### src/rtl/led_pattern_ctrl.sv
// LED pattern sequencer: runs one of four 4-bit patterns, each step held
// for STEP_CYCLES clocks, for a fixed step count or until aborted.
module led_pattern_ctrl #(
  parameter int unsigned STEP_CYCLES = 6000000
) (
  input  logic       i_clk,
  input  logic       i_reset,
  input  logic       i_cmd_valid,
  output logic       o_cmd_ready,
  input  logic [1:0] i_cmd_mode,
  input  logic [7:0] i_cmd_steps,
  input  logic       i_abort,
  output logic [3:0] o_led,
  output logic       o_busy,
  output logic       o_done
);

  typedef enum logic {
    IDLE = 1'b0,
    RUN  = 1'b1
  } state_e;

  localparam logic [1:0] M_BINARY = 2'd0;
  localparam logic [1:0] M_CHASE  = 2'd1;
  localparam logic [1:0] M_BOUNCE = 2'd2;
  localparam logic [1:0] M_BLINK  = 2'd3;

  localparam logic [31:0] PRESC_LAST = 32'(STEP_CYCLES - 1);

  state_e      state_q, state_d;
  logic [1:0]  mode_q, mode_d;
  logic [7:0]  steps_q, steps_d;
  logic [31:0] presc_q, presc_d;
  logic [7:0]  idx_q, idx_d;
  logic [2:0]  phase_q, phase_d;
  logic        done_q, done_d;

  logic        wrap;
  logic        last;
  logic [3:0]  pat;

  assign wrap = (presc_q == PRESC_LAST);
  // steps_q == 0 means free-running, so it never matches a last step
  assign last = (steps_q != 8'd0) && (idx_q == steps_q - 8'd1);

  always_ff @(posedge i_clk) begin
    if (i_reset) begin
      state_q <= IDLE;
      mode_q  <= 2'd0;
      steps_q <= 8'd0;
      presc_q <= 32'd0;
      idx_q   <= 8'd0;
      phase_q <= 3'd0;
      done_q  <= 1'b0;
    end else begin
      state_q <= state_d;
      mode_q  <= mode_d;
      steps_q <= steps_d;
      presc_q <= presc_d;
      idx_q   <= idx_d;
      phase_q <= phase_d;
      done_q  <= done_d;
    end
  end

  always_comb begin
    state_d = state_q;
    mode_d  = mode_q;
    steps_d = steps_q;
    presc_d = presc_q;
    idx_d   = idx_q;
    phase_d = phase_q;
    done_d  = 1'b0;
    case (state_q)
      IDLE: begin
        if (i_cmd_valid) begin
          state_d = RUN;
          mode_d  = i_cmd_mode;
          steps_d = i_cmd_steps;
          presc_d = 32'd0;
          idx_d   = 8'd0;
          phase_d = 3'd0;
        end
      end
      RUN: begin
        if (i_abort) begin
          state_d = IDLE;
        end else if (wrap && last) begin
          state_d = IDLE;
          done_d  = 1'b1;
        end else if (wrap) begin
          presc_d = 32'd0;
          idx_d   = idx_q + 8'd1;
          phase_d = (phase_q == 3'd5) ? 3'd0 : phase_q + 3'd1;
        end else begin
          presc_d = presc_q + 32'd1;
        end
      end
      default: state_d = IDLE;
    endcase
  end

  always_comb begin
    pat = 4'b0000;
    case (mode_q)
      M_BINARY: pat = idx_q[3:0];
      M_CHASE:  pat = 4'b0001 << idx_q[1:0];
      M_BOUNCE: begin
        case (phase_q)
          3'd0:    pat = 4'b0001;
          3'd1:    pat = 4'b0010;
          3'd2:    pat = 4'b0100;
          3'd3:    pat = 4'b1000;
          3'd4:    pat = 4'b0100;
          3'd5:    pat = 4'b0010;
          default: pat = 4'b0001;
        endcase
      end
      M_BLINK:  pat = idx_q[0] ? 4'b0000 : 4'b1111;
      default:  pat = 4'b0000;
    endcase
  end

  assign o_led       = (state_q == RUN) ? pat : 4'b0000;
  assign o_busy      = (state_q == RUN);
  assign o_cmd_ready = (state_q == IDLE);
  assign o_done      = done_q;

endmodule
### config.mk
export PLATFORM = sky130hd
export DESIGN_NAME = led_pattern_ctrl
export DESIGN_NICKNAME = d
export VERILOG_FILES = /design/src/rtl/led_pattern_ctrl.sv
export SDC_FILE = /design/constraint.sdc
export NUM_CORES = 1
export LEC_CHECK = 0
export ABC_CLOCK_PERIOD_IN_PS = 3000
export CAP_MARGIN = 15
export CORE_MARGIN = 5
export CORE_UTILIZATION = 55
export DETAILED_ROUTE_END_ITERATION = 7
export GPL_TIMING_DRIVEN = 0
export PLACE_DENSITY = 0.75
export SYNTH_ARGS = -nofsm -noshare
export SYNTH_HDL_FRONTEND = slang
export SYNTH_SLANG_ARGS = --single-unit
### constraint.sdc
create_clock -name i_clk -period 3 [get_ports i_clk]
set_input_delay 0.6 -clock i_clk [delete_from_list [all_inputs] [get_ports i_clk]]
set_output_delay 0.6 -clock i_clk [all_outputs]
set_load 0.03 [all_outputs]
==> flow_metrics.py <==
metrics = {
    "sta": {
        "skew_ns": 0.0111,
        "max_freq_mhz": 359,
        "fin_crit_sh_pct": 92.9,
        "tightest_slew_ns": 1.02,
        "setup_slack_ns": 0.212,
        "relSlewSlack_pct": 32.0,
        "finalSetupTns_ns": 0,
        "rsz0062_at_grt": "false",
        "hold_violations": 0,
        "fin_crit_ns": 2.79,
        "setup_viol": 0,
        "drv_slew": 0,
    },
    "finish": {
        "regArea_sq_um": 1100,
        "area_growth_pct": 12.9,
        "multi_input_area_sq_um": 1920,
        "fillers": 496,
        "drive_gt1_share_pct": 6.78,
        "antenna_cells": 0,
        "layout_common_cells": "55 x dfxtp_1, 48 x nand2_1, 43 x nor2_1, 31 x a21oi_1, 28 x xnor2_1",
        "finalNetCount": 434,
        "layout_commonest_cell": "dfxtp_1",
    },
    "setup_path": {
        "r2r_slack_ns": 0.21,
        "cp_top_family": "simple AND/OR/NAND/NOR gates",
        "max_stage_delay_ns": 0.40,
        "cp_max_fo": 10,
        "endpoint_kind": "flop",
        "crit_required_ns": 3.26,
        "worst_ep_arrival_time_ns": 3.05,
        "crit_path_start_kind": "flop",
        "slowest_stage": "dfxtp_1",
        "path_buf_inv": 1,
        "crit_chain": "ha_1, and3_1, nand4_1, nor4_2, and4_1, a211oi_2, or2_1, clkbuf_1, a211o_1, nand2_1",
        "path_class": "reg2reg",
    },
    "yosys": {
        "synth_ff_type": "dfxtp_1",
        "yosys_warnings": 0,
        "synth_top_family_by_area": "simple AND/OR/NAND/NOR gates",
        "synthXorXnorAreaFrac_pct": 10.5,
        "synth-seq-cells": 55,
        "synth_cells": 382,
        "synth_compound_area_share_pct": 21.6,
        "synth_area_per_cell_sq_um": 8.27,
        "yosysUniqueCellTypes": 47,
        "synthAdderAreaFrac_pct": 3.17,
        "synthSimpleGateAreaFrac_pct": 25.0,
        "async_flop_share_pct": 0,
        "synth_area_sq_um": 3160,
        "synthMuxAreaShare_pct": 0.317,
        "ys_seq_area_share_pct": 34.9,
        "synth-edff-count": 0,
        "syn_nets": 404,
    },
    "die": {
        "dieWidth_um": 85.8,
        "dieHeight_um": 85.8,
        "rows": 27,
        "core_area_sq_um": 5540,
        "initial_utilization_pct": 57.0,
        "die_area_sq_um": 7360,
        "io_pins": 21,
    },
    "power_and_ir_drop": {
        "leakage_nw": 1.12,
        "power.density_nw_per_um2": 373,
        "peakVddDrop_mv": 0.277,
    },
    "route": {
        "drt_iter0_markers": 159,
        "wire_per_inst_um": 14.5,
        "ant_nets": 0,
        "dr.pass1.iters": 4,
        "drt_wl_total_mm": 7.03,
        "via_count": 2793,
        "drcViolationCount": 0,
        "vias_per_cell": 5.76,
    },
    "run": {
        "maxCapViolations": 0,
    },
    "clocking": {
        "cts_buffer_depth": 2,
        "clk_pin_slew_ns": 0.10,
        "clk_latency_ns": 0.31,
        "cts_max_level": 2,
        "cts_root_buf": "clkbuf_8",
        "cts_tree": "done",
        "cts_buffers": 5,
        "holdBufCountCts": 0,
        "clock-sinks": 55,
    },
    "placement": {
        "port_buffers": 20,
        "post-dp-hpwl_mm": 5.13,
        "place_ws_ns": 0.101,
        "routabilityCongestion": 0.878,
    },
    "grt": {
        "grt_max_degree": 17,
        "antenna_found_initial": 0,
        "grt_pass1_wl_mm": 12.1,
        "grt_usage_pct": 20.1,
        "grt_overflow": 0,
        "grt_pass1_vias": 2591,
    },
    "outcome": {
        "status": "completed",
    },
    "min_path": {
        "hp-class": "reg2reg",
    },
}
==> path summary, 6_finish.rpt <==
kind         startpoint           to  cells past startpoint
max          presc_q[0]  presc_q[28]                     10
min          phase_q[0]   phase_q[0]                      2
max reg2reg  presc_q[0]  presc_q[28]                     10
min reg2reg  phase_q[0]   phase_q[0]                      2
==> registers in the layout (all words and copies together), names as in the netlist <==
register and count:
steps_q 8, mode_q 2, o_busy 1, presc_q 32
phase_q 3, o_done 1, idx_q 8
==> kinds of logic (layout without fill, tap and decap cells) <==
group | count (synthesis) | in the layout
adders and majority gates | 8 | 8
AOI/OAI and AO/OA | 84 | 84
buffers and inverters | 35 | 66
xor gates and xnor gates | 38 | 38
muxes | 1 | 1
and+or+nand+nor | 161 | 161
DFF | 55 | 55
==> metrics by stage <==
stage / power (mW) / utilization (%) / std cells / hold WS [ns] / cell area (sq um)
after floorplan: 0.881 / - / 382 / 0.446 / 3160
after global placement: 0.932 / 62.3 / 474 / 0.465 / 3450
after detailed placement: 0.937 / 62.3 / 474 / 0.468 / 3450
after CTS: 1.33 / 63.8 / 482 / 0.481 / 3530
after global routing: 1.38 / 64.3 / 485 / 0.510 / 3560
final: 1.33 / 64.3 / 485 / 0.482 / 3560
==> cell usage after synthesis, types with 2 or more instances <==
cell        n  area (sq um)
a2111oi_2   2          30.0
nor4_1      3          18.8
clkbuf_1   13          48.8
a21boi_0    3          22.5
and4_1      4          35.0
inv_1      14          52.6
or2_2       2          12.5
o211ai_1    2          15.0
a211oi_1   12          90.1
nor2b_1     4          25.0
nand4_1     8          50.1
a211o_1     3          26.3
and3_1      8          50.1
a21oi_1    31           155
nand2_1    48           180
nor3_1      8          40.0
or3_1       5          31.3
xor2_1     10          87.6
o21ai_0    14          70.1
nand3_1    13          65.1
a2111oi_4   6           165
ha_1        8           100
a31oi_1     2          12.5
buf_1       3          11.3
nand2b_1    7          43.8
dfxtp_1    55          1100
nor2_1     43           161
xnor2_1    28           245
nor4b_1     3          26.3
buf_2       3          15.0
==> worst reg2reg max path, cell delays in order (launching register included) <==
cell      delay, ns
dfxtp_1        0.40
ha_1           0.19
and3_1         0.20
nand4_1        0.26
nor4_2         0.41
and4_1         0.33
a211oi_2       0.11
or2_1          0.25
clkbuf_1       0.26
a211o_1        0.29
nand2_1        0.05
==> where the power goes <==
group          leakage, nW  internal (mW)  total (mW)  switching (mW)
Clock               0.0412          0.164       0.408           0.244
Combinational        0.629         0.0652       0.165          0.0994
Sequential           0.445          0.740       0.756          0.0156
==> routing by layer <==
| layer | routed length (um) | vias to the layer above | track usage (%) |
|---|---|---|---|
| li1 | - | 1401 | - |
| met1 | 3420 | 1334 | 28.6 |
| met2 | 3250 | 52 | 31.3 |
| met3 | 281 | 6 | 4.03 |
| met4 | 77 | 0 | 4.75 |
| met5 | 0 | - | 0 |
==> cell type report <==
class | instances | area share [%]
clock inverters | 2 | 0.351
well taps | 72 | 2.53
repair buffers | 23 | 6.28
plain buffers | 20 | 2.42
multi-input cells | 292 | 53.9
inverters | 15 | 1.58
clock buffers | 6 | 2.04
flip-flops and latches | 55 | 30.9
==> repair_timing <==
| item | in CTS | in global routing |
|---|---|---|
| setup endpoints to repair | 1 | 41 |
| buffers inserted | 0 | 3 |
| gates resized for setup | 1 | 2 |
| pin swaps | 0 | 1 |
(Power assumes the default switching activity.)
